File: config.mk
export PLATFORM = sky130hd
export DESIGN_NAME = seq_multiplier4x4
export DESIGN_NICKNAME = d
export VERILOG_FILES = /design/src/rtl/mult_pkg.sv /design/src/rtl/adder4bit.sv /design/src/rtl/seq_multiplier4x4.sv
export SDC_FILE = /design/constraint.sdc
export NUM_CORES = 1
export LEC_CHECK = 0
export CAP_MARGIN = 20
export CORE_MARGIN = 2
export CORE_UTILIZATION = 50
export CTS_BUF_LIST = sky130_fd_sc_hd__clkbuf_4 sky130_fd_sc_hd__clkbuf_8
export CTS_CLUSTER_DIAMETER = 150
export DETAILED_ROUTE_END_ITERATION = 10
export DONT_BUFFER_PORTS = 1
export PLACE_DENSITY_LB_ADDON = 0.2
export SLEW_MARGIN = 0
export SYNTH_ARGS = -nofsm -noshare
export SYNTH_HDL_FRONTEND = slang
export SYNTH_SLANG_ARGS = --single-unit
File: constraint.sdc
create_clock -name clk -period 5.65 [get_ports clk]
set_input_delay 0.565 -clock clk [delete_from_list [all_inputs] [get_ports clk]]
set_output_delay 0.565 -clock clk [all_outputs]
set_load 0.01 [all_outputs]
File: src/rtl/mult_pkg.sv
// Shared types and sizing for the sequential shift-and-add multiplier.
package mult_pkg;

  typedef enum logic [1:0] {
    IDLE = 2'd0,
    CALC = 2'd1,
    DONE = 2'd2
  } mult_state_t;

  localparam int OP_W   = 4;
  localparam int PROD_W = 8;
  localparam int ITERS  = 4;

endpackage

File: src/rtl/adder4bit.sv
// 4-bit ripple-carry adder built from explicit full-adder cells.
module adder4bit
  import mult_pkg::*;
(
  input  logic [OP_W-1:0] av,
  input  logic [OP_W-1:0] bv,
  input  logic            cin,
  output logic [OP_W-1:0] sumv,
  output logic            cout
);

  logic [OP_W:0] w_carry;

  assign w_carry[0] = cin;

  for (genvar i = 0; i < OP_W; i++) begin : g_fa
    assign sumv[i]      = av[i] ^ bv[i] ^ w_carry[i];
    assign w_carry[i+1] = (av[i] & bv[i]) | (w_carry[i] & (av[i] ^ bv[i]));
  end

  assign cout = w_carry[OP_W];

endmodule

File: src/rtl/seq_multiplier4x4.sv
// Sequential 4x4 unsigned shift-and-add multiplier with start/busy/done handshake.
// One add-and-shift per CALC cycle through a single adder4bit instance.
module seq_multiplier4x4
  import mult_pkg::*;
(
  input  logic              clk,
  input  logic              rst_n,
  input  logic              start,
  input  logic [OP_W-1:0]   a,
  input  logic [OP_W-1:0]   b,
  output logic              busy,
  output logic              done,
  output logic [PROD_W-1:0] product
);

  mult_state_t       r_state;
  logic [OP_W-1:0]   r_mcand;
  logic [OP_W-1:0]   r_acc;
  logic [OP_W-1:0]   r_mplr;
  logic [1:0]        r_cnt;
  logic [PROD_W-1:0] r_product;

  logic [OP_W-1:0]   w_bv;
  logic [OP_W-1:0]   w_sumv;
  logic              w_cout;
  logic [PROD_W-1:0] w_shift;

  assign w_bv = r_mplr[0] ? r_mcand : {OP_W{1'b0}};

  adder4bit u_adder (
    .av   (r_acc),
    .bv   (w_bv),
    .cin  (1'b0),
    .sumv (w_sumv),
    .cout (w_cout)
  );

  // The adder carry is the transient accumulator bit 4; after the right
  // shift it always lands inside the stored 4-bit accumulator.
  assign w_shift = {w_cout, w_sumv, r_mplr[OP_W-1:1]};

  // Control FSM and datapath registers.
  always_ff @(posedge clk or negedge rst_n) begin
    if (!rst_n) begin
      r_state   <= IDLE;
      r_mcand   <= {OP_W{1'b0}};
      r_acc     <= {OP_W{1'b0}};
      r_mplr    <= {OP_W{1'b0}};
      r_cnt     <= 2'd0;
      r_product <= {PROD_W{1'b0}};
    end else begin
      case (r_state)
        IDLE: begin
          if (start) begin
            r_mcand <= a;
            r_mplr  <= b;
            r_acc   <= {OP_W{1'b0}};
            r_cnt   <= 2'd0;
            r_state <= CALC;
          end else begin
            r_state <= IDLE;
          end
        end
        CALC: begin
          {r_acc, r_mplr} <= w_shift;
          r_cnt           <= r_cnt + 2'd1;
          if (r_cnt == 2'(ITERS - 1)) begin
            r_product <= w_shift;
            r_state   <= DONE;
          end else begin
            r_state   <= CALC;
          end
        end
        DONE: begin
          r_state <= IDLE;
        end
        default: begin
          r_state <= IDLE;
        end
      endcase
    end
  end

  assign busy    = (r_state != IDLE);
  assign done    = (r_state == DONE);
  assign product = r_product;

endmodule

==> impl_metrics.yaml <==
status:
  status: "finished clean"
cells_and_area:
  fill_cells: 176
  antennaDiodeCount: 0
  layout.cells.most_common_list: "dfrtp_1, nand2_1, o21ai_0, inv_1, mux2_2"
  finish.instance_area_um2: 1179
  nets: 111
  drive_gt1_frac: 0.2021
  final_common_cell: "dfrtp_1"
  area_delta_synth_final_pct: 7.289
die:
  dieArea_um2: 2588
  dieHeight_um: 50.88
  die_x_um: 50.88
  rows: 16
  start_util: 0.5433
  core_um2: 2022
  num_io_pins: 21
logic_synthesis:
  synth_compound_area_frac: 0.1253
  synth_top_family_by_area: "compound AO/OA/AOI/OAI gates"
  syn_nets: 107
  yosys_warnings: 0
  synthSimpleGateAreaFrac: 0.1162
  synthCells: 91
  synth.area.mux_share: 0.08200
  synthXorXnorAreaFrac: 0
  netlist_area_um2: 1099
  yosysSeqAreaShare: 0.5467
  ys_ff_latch: 24
  synth_area_per_cell_um2: 12.07
  synth.distinct_cells: 23
  synthAdderAreaFrac: 0.07745
clocking:
  cts_resized: 0
  cts_setup_buffers: 0
  cts_buffers: 3
  clk_path_buf_depth: 2
  cts_tree: "yes"
  cts.sinks: 24
  htreeDepth: 1
  hold_buffers: 1
  worstSkewPairLatency_ps: 310
  cts_root_buf: "clkbuf_4"
  clkTransAtPathRegs_ps: 130
detailed_routing:
  wl_met2_um: 878
  wl_per_cell_um: 15.15
  route.antenna.remaining_nets: 0
  drc: 0
  drtIter0Drc: 17
  num_vias: 640
  top_layer_used: "met4"
  viasPerCell: 5.289
  wirelength_mm: 1.833
  drt_first_pass_iters: 4
  routedLengthMet1_um: 875
  wl_met3_um: 72
timing:
  post-route-period-util: 0.3893
  fmax_ghz: 0.4547
  relSlewSlack: 0.6673
  rsz0062_at_grt: "no"
  maxSlewViolCount: 0
  min_period_ps: 2199
  hold_viol_final: 0
  worstMarginPinSlew_ps: 499.0
  clock_skew_ps: 2.377
  setup_violations: 0
  tns_ps: 0
global_routing:
  grt_pass1_wl_mm: 3.208
  antenna_found_initial: 0
  grt_pass1_vias: 683
  grt_max_degree: 25
  grt.overflow.total: 0
  grt_usage: 0.1691
job:
  cap_violations: 0
setup_path:
  reg2reg_slack_ps: 3450
  reg2reg_to: "r_acc[2]"
  endpoint: "r_acc[2]"
  cp-end-kind: "register"
  required_ps: 5890
  cp_max_fo: 5
  crit_start: "r_mplr[0]"
  reg2reg_depth: 7
  worstSetupStartpointType: "register"
  worstSetupPathType: "register to register"
  rr_startpoint: "r_mplr[0]"
  cp.arrival_ps: 2430
pwr:
  sw_frac_of_total: 0.3857
  ir_drop_uv: 300.0
  pwr-share-seq: 0.493
  intPower_uw: 418.3
  pwr-share-clk: 0.134
  power_density_nw_per_um2: 577.7
  p_sw_uw: 262.6
  comb_power_share: 0.372
  leakagePower_nw: 0.5150
place:
  place_hpwl_mm: 1.336
  port_buffers: 0
  placed_cell_area_um2: 1105
  place.gp.congestion: 0.7353
hold_path:
  hold_class: "input pin to register"
## stage by stage
step | utilization | worst slack, ps | hold slack [ps] | power (mW) | cells
2_1_floorplan | - | 3560 | 269.4 | 0.5446 | 91
3_3_place_gp | 0.5464 | 3520 | 270.0 | 0.5801 | 115
3_5_place_dp | 0.5464 | 3455 | 270.0 | 0.5948 | 115
4_1_cts | 0.5693 | 3426 | 387.4 | 0.6870 | 120
5_1_grt | 0.5829 | 3304 | 378.6 | 0.7391 | 121
6_report | 0.5829 | 3451 | 391.4 | 0.6809 | 121
## cell families after synthesis
family          count (synthesis)
simple gates                   23
mux                             8
fa+ha+maj                       5
flops                          24
buf+inv                        11
compound gates                 20
## power groups by stage
stage | Clock (mW) | Combinational [mW] | Sequential [mW]
2_1_floorplan | 0 | 0.231 | 0.314
3_3_place_gp | 0 | 0.244 | 0.336
3_5_place_dp | 0 | 0.254 | 0.341
4_1_cts | 0.0922 | 0.258 | 0.337
5_1_grt | 0.0986 | 0.290 | 0.351
6_report | 0.0916 | 0.253 | 0.336
## worst max-delay path, cell delays in order, from the launching register on
cell and delay [ps]:
dfrtp_1 420, and2_1 140, ha_1 130, inv_1 40, fa_1 370, fa_1 390, fa_1 450, o21ai_0 180
## layout make-up
class	instances	area, µm²	area share
repair buffers	2	37.54	0.03185
well taps	27	33.78	0.02866
flip-flops and latches	24	600.6	0.5096
inverters	8	30.03	0.02548
multi-input cells	56	440.4	0.3737
clock buffers	4	36.28	0.03079
## flip-flops by register name, indices dropped and copies added (netlist names)
| name | count |
|---|---|
| product | 8 |
| r_acc | 4 |
| r_cnt | 2 |
| r_mcand | 4 |
| r_mplr | 4 |
| r_state | 2 |
## synthesized netlist by cell type
master | number | area [µm²]
o21ai_0 | 9 | 45.04
or2_4 | 1 | 8.760
nand3b_4 | 1 | 20.02
or2_1 | 1 | 6.260
fa_1 | 3 | 60.06
nor2_4 | 1 | 11.26
a21oi_1 | 2 | 10.01
a32o_1 | 1 | 10.01
nand2b_2 | 1 | 8.760
o32ai_1 | 3 | 26.28
nand2b_1 | 1 | 6.260
o21bai_2 | 1 | 11.26
nand2_1 | 12 | 45.04
and2_1 | 1 | 6.260
ha_1 | 2 | 25.02
mux2_2 | 8 | 90.09
nor2_1 | 4 | 15.01
dfrtp_1 | 24 | 600.6
o32ai_2 | 1 | 16.27
buf_2 | 1 | 5.000
buf_6 | 2 | 22.52
o22ai_1 | 3 | 18.77
inv_1 | 8 | 30.03
## worst min-delay path by stage
stage                from  cells after the start          to  slack [ps]
floorplan           rst_n                      0  product[0]         270
global placement    rst_n                      0  product[0]         270
detailed placement  rst_n                      0  product[0]         270
CTS                  a[0]                      1  r_mcand[0]         390
global route         a[0]                      1  r_mcand[0]         380
finish               a[0]                      1  r_mcand[0]         390
## per-layer routing
metal / up-vias / track usage
li1: 315 / -
met5: - / 0
met4: 0 / 0.05405
met2: 14 / 0.2588
met3: 2 / 0.04094
met1: 309 / 0.2396
No activity file was read; power rests on OpenSTA's default activity.
